<file path="src/rtl/snake_body_engine.sv">
// Snake body engine: owns head, segment history, growth, self-collision and the 8x8 occupancy bitmap.
// Optional build macro WALL_DEATH_EN: a move that would wrap across the board edge kills the snake instead.
module snake_body_engine #(
   parameter int MAX_LEN  = 16,
   parameter int INIT_LEN = 3,
   parameter int START_X  = 3,
   parameter int START_Y  = 3
) (
   input  logic       clk_snake,
   input  logic       reset,
   input  logic       step,
   input  logic [1:0] dir,
   input  logic       food_collide,
   output logic [2:0] head_x,
   output logic [2:0] head_y,
   output logic [7:0] row_1,
   output logic [7:0] row_2,
   output logic [7:0] row_3,
   output logic [7:0] row_4,
   output logic [7:0] row_5,
   output logic [7:0] row_6,
   output logic [7:0] row_7,
   output logic [7:0] row_8,
   output logic [5:0] length,
   output logic       busy,
   output logic       game_over
);

   localparam int IW = (MAX_LEN > 1) ? $clog2(MAX_LEN) : 1;

   typedef enum logic [2:0] {IDLE, MOVE, RENDER, COMMIT, DEAD} state_t;

   state_t       state_r;
   state_t       next_state_s;
   logic [2:0]   seg_x_r [MAX_LEN];
   logic [2:0]   seg_y_r [MAX_LEN];
   logic [5:0]   length_r;
   logic [1:0]   cur_dir_r;
   logic         grow_pending_r;
   logic         food_prev_r;
   logic [IW-1:0] index_r;
   logic [63:0]  shadow_r;
   logic         hit_r;
   logic [7:0]   rows_r [8];
   logic         busy_r;
   logic         game_over_r;
   logic [2:0]   next_x_s;
   logic [2:0]   next_y_s;
   logic         wall_hit_s;

   function automatic logic [7:0] init_row();
      logic [7:0] r;
      r = 8'd0;
      for (int i = 0; i < INIT_LEN; i++) begin
         r[3'(START_X - i)] = 1'b1;
      end
      return r;
   endfunction

   // Candidate head position one cell along the current direction (3-bit wrap).
   always_comb begin
      next_x_s = seg_x_r[0];
      next_y_s = seg_y_r[0];
      case (cur_dir_r)
         2'b00:   next_x_s = seg_x_r[0] + 3'd1;
         2'b01:   next_y_s = seg_y_r[0] + 3'd1;
         2'b10:   next_x_s = seg_x_r[0] - 3'd1;
         2'b11:   next_y_s = seg_y_r[0] - 3'd1;
         default: next_x_s = seg_x_r[0];
      endcase
   end

`ifdef WALL_DEATH_EN
   assign wall_hit_s = ((cur_dir_r == 2'b00) && (seg_x_r[0] == 3'd7)) ||
                       ((cur_dir_r == 2'b01) && (seg_y_r[0] == 3'd7)) ||
                       ((cur_dir_r == 2'b10) && (seg_x_r[0] == 3'd0)) ||
                       ((cur_dir_r == 2'b11) && (seg_y_r[0] == 3'd0));
`else
   assign wall_hit_s = 1'b0;
`endif

   // State register.
   always_ff @(posedge clk_snake) begin
      if (!reset) begin
         state_r <= IDLE;
      end else begin
         state_r <= next_state_s;
      end
   end

   // Next-state decode.
   always_comb begin
      next_state_s = state_r;
      case (state_r)
         IDLE: begin
            if (step) next_state_s = MOVE;
            else      next_state_s = IDLE;
         end
         MOVE: begin
            if (wall_hit_s) next_state_s = DEAD;
            else            next_state_s = RENDER;
         end
         RENDER: begin
            if (6'(index_r) == (length_r - 6'd1)) next_state_s = COMMIT;
            else                                  next_state_s = RENDER;
         end
         COMMIT: begin
            if (hit_r) next_state_s = DEAD;
            else       next_state_s = IDLE;
         end
         DEAD:    next_state_s = DEAD;
         default: next_state_s = IDLE;
      endcase
   end

   // Segment history, growth latch, render walk and committed frame.
   always_ff @(posedge clk_snake) begin
      if (!reset) begin
         for (int i = 0; i < MAX_LEN; i++) begin
            seg_x_r[i] <= (i < INIT_LEN) ? 3'(START_X - i) : 3'd0;
            seg_y_r[i] <= (i < INIT_LEN) ? 3'(START_Y) : 3'd0;
         end
         for (int k = 0; k < 8; k++) begin
            rows_r[k] <= (k == START_Y) ? init_row() : 8'd0;
         end
         length_r       <= 6'(INIT_LEN);
         cur_dir_r      <= 2'b00;
         grow_pending_r <= 1'b0;
         food_prev_r    <= 1'b0;
         index_r        <= '0;
         shadow_r       <= 64'd0;
         hit_r          <= 1'b0;
         busy_r         <= 1'b0;
         game_over_r    <= 1'b0;
      end else begin
         food_prev_r <= food_collide;
         if ((state_r != DEAD) && food_collide && !food_prev_r) begin
            grow_pending_r <= 1'b1;
         end else if (state_r == MOVE) begin
            grow_pending_r <= 1'b0;
         end
         case (state_r)
            IDLE: begin
               if (step && (dir != (cur_dir_r ^ 2'b10))) cur_dir_r <= dir;
            end
            MOVE: begin
               shadow_r <= 64'd0;
               hit_r    <= 1'b0;
               index_r  <= '0;
               if (!wall_hit_s) begin
                  for (int i = 1; i < MAX_LEN; i++) begin
                     seg_x_r[i] <= seg_x_r[i-1];
                     seg_y_r[i] <= seg_y_r[i-1];
                  end
                  seg_x_r[0] <= next_x_s;
                  seg_y_r[0] <= next_y_s;
                  // Shifting always keeps the old tail in the buffer; growing just extends the live length over it.
                  if (grow_pending_r && (length_r < 6'(MAX_LEN))) length_r <= length_r + 6'd1;
               end
            end
            RENDER: begin
               shadow_r[{seg_y_r[index_r], seg_x_r[index_r]}] <= 1'b1;
               if ((index_r != '0) &&
                   ({seg_y_r[index_r], seg_x_r[index_r]} == {seg_y_r[0], seg_x_r[0]})) begin
                  hit_r <= 1'b1;
               end
               index_r <= index_r + 1'b1;
            end
            COMMIT: begin
               for (int k = 0; k < 8; k++) begin
                  rows_r[k] <= shadow_r[k*8 +: 8];
               end
            end
            default: ;
         endcase
         busy_r      <= (next_state_s == MOVE) || (next_state_s == RENDER) || (next_state_s == COMMIT);
         game_over_r <= (next_state_s == DEAD);
      end
   end

   assign head_x    = seg_x_r[0];
   assign head_y    = seg_y_r[0];
   assign length    = length_r;
   assign busy      = busy_r;
   assign game_over = game_over_r;
   assign row_1     = rows_r[0];
   assign row_2     = rows_r[1];
   assign row_3     = rows_r[2];
   assign row_4     = rows_r[3];
   assign row_5     = rows_r[4];
   assign row_6     = rows_r[5];
   assign row_7     = rows_r[6];
   assign row_8     = rows_r[7];

endmodule

</file>
<file path="config.mk">
export PLATFORM = sky130hd
export DESIGN_NAME = snake_body_engine
export DESIGN_NICKNAME = d
export VERILOG_FILES = /design/src/rtl/snake_body_engine.sv
export SDC_FILE = /design/constraint.sdc
export NUM_CORES = 1
export LEC_CHECK = 0
export CAP_MARGIN = 20
export CORE_MARGIN = 8
export CORE_UTILIZATION = 27
export CTS_BUF_LIST = sky130_fd_sc_hd__clkbuf_16
export DETAILED_ROUTE_END_ITERATION = 8
export GPL_TIMING_DRIVEN = 0
export PLACE_DENSITY_LB_ADDON = 0.08
export SLEW_MARGIN = 20
export SYNTH_ARGS = -nofsm -noshare
export SYNTH_HDL_FRONTEND = slang
export SYNTH_SLANG_ARGS = --single-unit
</file>
<file path="constraint.sdc">
create_clock -name clk_snake -period 3.7 [get_ports clk_snake]
set_input_delay 0.925 -clock clk_snake [delete_from_list [all_inputs] [get_ports clk_snake]]
set_output_delay 0.925 -clock clk_snake [all_outputs]
set_load 0.005 [all_outputs]
</file>
## Word level (Yosys, flattened, before mapping)

Memory sizes are Yosys's and may differ from the RTL's. A register that Yosys moved wholly into a read port is not among the register bits.
Cells that the tools add are included.

| cells by class | value |
|---|---|
| $add $sub $neg | 7 |
| $mul | 0 |
| divide/modulo/power cells | 0 |
| order comparisons | 3 |
| equality and inequality tests | 16 |
| shifts and indexed selects | 0 |
| multiplexer cells | 65 |
| bitwise operators | 42 |
| reductions and logical operators | 17 |

Operators with widths:

| operator | number |
|---|---|
| 64-bit case mux with 2 select lines | 1 |
| 3-bit 2-to-1 mux | 33 |
| 8-bit 2-to-1 mux | 8 |
| 64-bit OR | 1 |
| 1-bit OR | 40 |
| 4-bit 2-to-1 mux | 4 |
| 3-bit case mux with 5 select lines | 1 |
| 1-bit 2-to-1 mux | 13 |
| 3-bit by 2-bit equality test with 1-bit output (second input constant) | 4 |
| 3-bit case mux with 2 select lines | 2 |
| 4-bit case mux with 2 select lines | 1 |
| 6-bit by 7-bit < comparator with 1-bit output (second input constant) | 1 |
| 3-bit by 1-bit adder with 3-bit output (second input constant) | 2 |
| 6-bit by 1-bit adder with 6-bit output (second input constant) | 1 |
| 1-bit demux with 6-bit select | 1 |
| 3-bit by 1-bit equality test with 1-bit output (second input constant) | 2 |
| 3-bit equality test (second input constant) | 2 |
| 4-bit by 6-bit equality test with 1-bit output | 1 |
| 6-bit equality test | 1 |
| 6-bit by 1-bit greater-or-equal comparator with 1-bit output (second input constant) | 1 |
| 1-bit logical AND | 6 |
| 6-bit by 5-bit < comparator with 1-bit output (second input constant) | 1 |
| 2-bit AND reduction | 3 |
| 3-bit by 1-bit subtractor with 3-bit output (second input constant) | 2 |
| other kinds (15) | 18 |

| word-level totals | value |
|---|---|
| flip-flop bits (word level) | 84 |
| latch bits | 0 |
| RAM bits | 160 |
| memory bits (read-only) | 0 |
| input bits | 6 |
| output and inout bits | 78 |
| logic and storage cells | 163 |
| memories | 3 |

Memories:

| name | words | bits a word | read ports | clocked after memory_dff | wr ports | line | RTL |
|---|---|---|---|---|---|---|---|
| rows_r | 8 | 8 | 8 | 0 | 8 | 44 | `logic [7:0] rows_r [8];` |
| seg_x_r | 16 | 3 | 16 | 1 | 16 | 35 | `logic [2:0] seg_x_r [MAX_LEN];` |
| seg_y_r | 16 | 3 | 16 | 1 | 16 | 36 | `logic [2:0] seg_y_r [MAX_LEN];` |

## Logic depth before layout (Yosys ltp)

Gate-level depths: netlist of run 1.

| logic depth | value |
|---|---|
| depth in word-level cells | 7 |
| mapped depth | 10 |
| gate-level depth less buffers | 8 |

## Worst setup path after synthesis of run 1

No wires, ideal clock.

| timing path | value |
|---|---|
| kind | input to register |
| from | input port reset |
| to | memory rows_r[0][0], enable pin |
| library setup time | 0.687 ns |
| data arrival time | 2.552 ns |
| required time | 3.013 ns |
| path slack | 0.461 ns |
| stages on the path | 3 |
| buffers on the path | 2 |
| cells stage by stage | clkbuf_1 > clkbuf_1 > nand2_1 |

RTL lines:

| what | line | RTL |
|---|---|---|
| start: declaration | 10 | `input logic reset,` |
| end: declaration | 44 |  |

==> out/metrics.yaml, run 1 <==
async_flop_share_pct: 0
insertedDiodeCount: 0
cp-end-kind: "flip-flop"
synth_top_area_share_pct: 36.0
synth_flop_cell: "edfxtp_1"
drtIter0Drc: 220
grt_pass1_wl_um: 42900
powerDensity_nw_per_um2: 487
synth_area_um2: 10300
grt_usage_pct: 12.4
fin_area_um2: 12800
fin_skew_ns: 0.0177
cp-start-kind: "primary input"
dieArea_um2: 44800
synth_seq_cells: 248
ctsResizeCount: 0
path_common_cell: "clkbuf_1"
core-area_um2: 37700
cp_slowest_stage_delay_ns: 0.59
worstPathArrival_ns: 3.31
finalPower_mw: 6.21
nets: 999
cts_max_path_buffers: 3
numPortBuffers: 83
totalWireLength_um: 28000
grt_max_degree: 55
drc_errors: 0
clk_pin_slew_ns: 0.06
holdBufCountCts: 0
yosysTopAreaCell: "edfxtp_1"
period_needed_ns: 3.14
finalCritPeriodShare_pct: 84.9
cap_violations: 0
preCtsSetupSlack_ns: -0.0475
grt_overflow_total: 0
synth_area_per_cell_um2: 11.9
rows: 71
clock-sinks: 248
io_pins: 84
cp_data_required_time_ns: 3.87
setup_viol: 0
cts_max_level: 1
drv_slew: 0
start_util_pct: 27.4
yosysSeqAreaShare_pct: 60.0
hold_viol: 0
yosys_warnings: 0
synth_enable_flop_cells: 124
hold_start: "shadow_r[50]$_SDFFE_PN0N_"
critPathMaxFanout: 54
first_pass_iters: 4
max_slew_margin_pct: 35.9
cts_setup_buffers: 0
root_buffer: "clkbuf_16"
globalplace.congestion: 0.743
final_cell_mix: "dfxtp_1, edfxtp_1, nand2_1"
hold_path_class: "reg2reg"
postSynthCellCount: 872
clk-insertion-delay-late_ns: 0.54
crit_type: "in2reg"
peakVddDrop_mv: 0.271
synth.area.top_cells: "edfxtp_1, dfxtp_1, nand2_1"
antenna_found_initial: 0
die_w_um: 212
setup_slack_ns: 0.561
wl_per_cell_um: 18.4
yosysUniqueCellTypes: 60
cp_cell_sequence: "clkdlybuf4s50_1 -> and2_1 -> clkbuf_1 -> clkbuf_1 -> clkbuf_1 -> inv_4"
grt_setup_unrepaired: "no"
grt_pass1_vias: 6921
dpl-instance-area_um2: 11800
syn2layout_area_growth_pct: 23.4
layout-drive-gt1-share_pct: 9.61
p_leak_nw: 4.55
status: "finished, final reports clean"
worst_slew_pin_slew_ns: 0.948
final_core_util_pct: 33.9
max_freq_ghz: 0.319
crit_path_start: "reset"
vias: 6783
viasPerCell: 4.46
die_h_um: 212
numCtsBuffers: 29
ant_nets: 0
synth_nets: 884
dp_hpwl_um: 20000
slowest_stage: "clkdlybuf4s50_1"
cts_tree: "done"
Yosys cell counts (3+ instances only):
cell and n:
nor3_1 13, mux2_2 3, o21a_1 4, a31oi_1 4
mux4_2 18, a22o_1 33, mux2i_1 25, inv_1 15
o21ai_1 16, nand3_1 20, and3_1 51, xor2_1 6
nor2_1 25, clkbuf_1 47, ha_1 4, a21boi_0 39
xnor2_1 11, buf_2 3, edfxtp_1 124, a21oi_1 6
mux2_4 3, and2_1 68, nor2b_1 10, or2_2 3
a32o_1 5, nand2_1 124, o21ai_0 16, nand2b_1 5
buf_6 5, dfxtp_1 124
power by group:
part | internal, mW | switching (mW) | leakage, nW | total, mW
logic | 0.163 | 0.270 | 1.83 | 0.433
clock network | 1.62 | 1.14 | 0.464 | 2.76
registers | 2.97 | 0.0466 | 2.25 | 3.02
sequential cells by signal, indices dropped and copies added (netlist names), named ones only:
| register | cells |
|---|---|
| seg_y_r | 48 |
| game_over | 1 |
| cur_dir_r | 2 |
| index_r | 4 |
| food_prev_r | 1 |
| state_r | 3 |
| seg_x_r | 48 |
| busy | 1 |
| rows_r | 64 |
| shadow_r | 64 |
| length | 6 |
| hit_r | 1 |
| grow_pending_r | 1 |
cell families (layout without fill, tap and decap cells):
group	count (synthesis)	in the layout	share of synthesized area (%)
compound gates	135	135	9.53
fa+ha+maj	6	6	0.872
xor+xnor	17	17	1.44
mux	54	54	8.10
buf+inv	76	213	3.39
simple gates	336	336	16.6
flops	248	248	60.0
worst max-delay path: cells and delay by family:
family / cells / cell delay (ns)
buf+inv: 5 / 2.18
simple gates: 1 / 0.16
layer usage:
metal / GRT usage (%) / wire (um)
met5: 0 / 0
met4: 2.95 / 482
met3: 1.95 / 1220
met2: 20.6 / 13000
met1: 16.7 / 13300
worst paths after layout:
| path | to | slack [ns] | depth (start not counted) |
|---|---|---|---|
| worst max-delay path | seg_x_r[8][1]$_SDFFCE_PN0P_ | 0.56 | 6 |
| worst min-delay path | shadow_r[50]$_SDFFE_PN0N_ | 0.44 | 2 |
| worst max register to register | shadow_r[63]$_SDFFE_PN0N_ | 0.60 | 8 |
| worst min register to register | shadow_r[50]$_SDFFE_PN0N_ | 0.44 | 2 |
stage by stage:
stage / cells / setup TNS (ns) / hold slack, ns
2_1_floorplan: 872 / 0 / 0.416
3_3_place_gp: 1466 / -141.26 / 0.431
3_5_place_dp: 1467 / -2.20 / 0.435
4_1_cts: 1520 / 0 / 0.444
5_1_grt: 1520 / 0 / 0.460
6_report: 1520 / 0 / 0.443
layout make-up:
class,instances,area [um^2]
Inverter,16,62.6
Fill cell,3869,24900
Clock inverter,24,189
Tap cell,511,639
Multi-Input combinational cell,548,3790
Buffer,60,290
Timing Repair Buffer,84,851
Sequential cell,248,6210
Clock buffer,29,726
(Power assumes the default switching activity.)
==> run 2, diff against run 1 <==
==> constraint.sdc (replaced) <==
create_clock -name clk_snake -period 2.6 [get_ports clk_snake]
set_input_delay 0.65 -clock clk_snake [delete_from_list [all_inputs] [get_ports clk_snake]]
set_output_delay 0.65 -clock clk_snake [all_outputs]
set_load 0.005 [all_outputs]
==> out/metrics.yaml, run 2 (synthesized netlist as in run 1, its figures left out) <==
status: "finished, final reports clean"  # unchanged
met3_length_um: 1230  # was 1220 um
peakVddDrop_mv: 0.399  # was 0.271 mV
r2r_slack_ns: 0.11  # was 0.60 ns
switching_power_mw: 2.07  # was 1.46 mW
cap_violations: 0  # unchanged
multi_input_area_um2: 3930  # was 3790 um^2
top_regs: "rows_r (64), shadow_r (64)"  # unchanged
dieArea_um2: 44800  # unchanged
drt-met1-wl_um: 13400  # was 13300 um
seqPwrFrac_pct: 49.6  # was 48.6%
p_leak_nw: 4.62  # was 4.55 nW
grt_max_degree: 42  # was 55
whs_ns: 0.441  # was 0.443 ns
die_w_um: 212  # unchanged
core-area_um2: 37700  # unchanged
period_needed_ns: 2.49
hold_viol: 0  # unchanged
final_core_util_pct: 34.4  # was 33.9%
start_util_pct: 27.4  # unchanged
die_h_um: 212  # unchanged
worstPathArrival_ns: 2.97  # was 3.31 ns
setup_slack_ns: 0.109  # was 0.561 ns
drc_errors: 0  # unchanged
grt_usage_pct: 12.5  # was 12.4%
first_pass_iters: 4  # unchanged
setup_viol: 0  # unchanged
clock_power_share_pct: 42.8  # was 44.4%
hold_depth: 2  # unchanged
viasPerCell: 4.47  # was 4.46
fin_skew_ns: 0.00909  # was 0.0177 ns
nets: 1004  # was 999
powerDensity_nw_per_um2: 670  # was 487 nW/um^2
wl_per_cell_um: 18.4  # about the same
globalplace.congestion: 0.760  # was 0.743
cp_slowest_stage_delay_ns: 0.60  # was 0.59 ns
max_slew_margin_pct: 36.2  # was 35.9%
slowest_stage: "mux4_1"  # was clkdlybuf4s50_1
clk_pin_slew_ns: 0.06  # about the same
critPathMaxFanout: 10  # was 54
layout-drive-gt1-share_pct: 12.2  # was 9.61%
root_buffer: "clkbuf_16"  # unchanged
hold_start: "shadow_r[48]$_SDFFE_PN0N_"  # was shadow_r[50]$_SDFFE_PN0N_
grt_pass1_vias: 7101  # was 6921
cp_data_required_time_ns: 3.08  # was 3.87 ns
wl_met2_um: 13100  # was 13000 um
preCtsSetupSlack_ns: -0.563  # was -0.0475 ns
ant_nets: 0  # unchanged
drv_slew: 0  # unchanged
path_common_cell: "buf_6"  # was clkbuf_1
p_comb_share_pct: 7.6  # was 7.0%
internal_power_mw: 6.60  # was 4.76 mW
rows: 71  # unchanged
max_freq_ghz: 0.401
antenna_found_initial: 0  # unchanged
top_layer_used: "met4"  # unchanged
r2r-end: "shadow_r[12]$_SDFFE_PN0N_"  # was shadow_r[63]$_SDFFE_PN0N_
clk-insertion-delay-late_ns: 0.54  # about the same
cts_tree: "done"  # unchanged
syn2layout_area_growth_pct: 25.2  # was 23.4%
cts_max_level: 1  # unchanged
clock-sinks: 248  # unchanged
grt_setup_unrepaired: "yes"  # was no
totalWireLength_um: 28100  # was 28000 um
grt_pass1_wl_um: 43600  # was 42900 um
io_pins: 84  # unchanged
insertedDiodeCount: 0  # unchanged
numPortBuffers: 83  # unchanged
finalCritPeriodShare_pct: 95.8
hold_path_class: "reg2reg"  # unchanged
p_sw_share_pct: 23.9  # was 23.4%
cts_max_path_buffers: 3  # unchanged
grt_overflow_total: 0  # unchanged
filler_cell_count: 3849  # was 3869
cp-end-kind: "flip-flop"  # unchanged
vias: 6817  # was 6783
drtIter0Drc: 294  # was 220
seqCellArea_um2: 6210  # unchanged
cp_cell_sequence: "buf_6 -> buf_12 -> mux4_1 -> mux2i_2 -> nand3_1 -> nand2_1 -> and2_4 -> buf_6 -> a32o_1"  # was clkdlybuf4s50_1 -> and2_1 -> clkbuf_1 -> clkbuf_1 -> clkbuf_1 -> inv_4
dp_hpwl_um: 20100  # was 20000 um
crit_type: "reg2reg"  # was in2reg
worst_slew_pin_slew_ns: 0.944  # was 0.948 ns
tns_ns: 0  # unchanged
final_cell_mix: "dfxtp_1, edfxtp_1, nand2_1"  # unchanged
holdBufCountCts: 0  # unchanged
reg2reg_depth: 9  # was 8
numCtsBuffers: 29  # unchanged
holdPathEnd: "shadow_r[48]$_SDFFE_PN0N_"  # was shadow_r[50]$_SDFFE_PN0N_
cp-start-kind: "flip-flop"  # was primary input
run 2: final cells by class:
type	count	area share, %
flip-flops and latches	248	48.0
multi-input cells	548	30.3
repair buffers	90	7.21
clock buffers	29	5.61
well taps	511	4.94
plain buffers	59	2.41
clock inverters	25	1.05
inverters	16	0.493
run 2: power groups by stage:
stage                     sequential (mW)  combinational, mW  clock [mW]
final                                4.30              0.655        3.71
after global routing                 4.32              0.717        4.00
after CTS                            4.30              0.654        3.86
after detailed placement             4.38              0.643           0
after global placement               4.39              0.626           0
after floorplan                      4.36              0.341           0
run 2: per-stage QoR:
step                instances  cell area [um^2]  total power [mW]
floorplan                 872             10300              4.70
global placement         1466             11800              5.02
detailed placement       1469             11900              5.02
CTS                      1523             12800              8.81
global route             1526             12900              9.04
finish                   1526             12900              8.67
run 2: repair_timing:
item	CTS	global route
buffers inserted	0	4
endpoints found under the setup margin	92	126
gates resized for setup	12	27
pin swaps	0	2
run 2: worst max path at each step:
stage	to	slack, ns	startpoint
after floorplan	seg_x_r[1][0]$_SDFFCE_PN0P_	0.04	state_r[1]$_SDFF_PN0_
after global placement	seg_x_r[6][2]$_SDFFCE_PN0P_	-1.36	reset
after detailed placement	rows_r[0][28]$_SDFFCE_PN0P_	-0.56	reset
after CTS	hit_r$_SDFFE_PN0P_	-0.002	flip-flop
after global routing	shadow_r[32]$_SDFFE_PN0N_	-0.003	flip-flop
final	shadow_r[12]$_SDFFE_PN0N_	0.11	flip-flop
run 2: worst max-delay path, delay by kind of cell, from the launching register on:
family	cells	cell delay, ns
AO/OA/AOI/OAI	1	0.16
buffers and inverters	3	0.43
flip-flops	1	0.33
multiplexers	2	0.97
AND/OR/NAND/NOR	3	0.54
run 2: routing by layer:
layer	vias up	GRT usage (%)
met4	0	2.35
li1	3355	-
met1	3320	16.9
met5	-	0
met3	24	2.31
met2	118	20.9
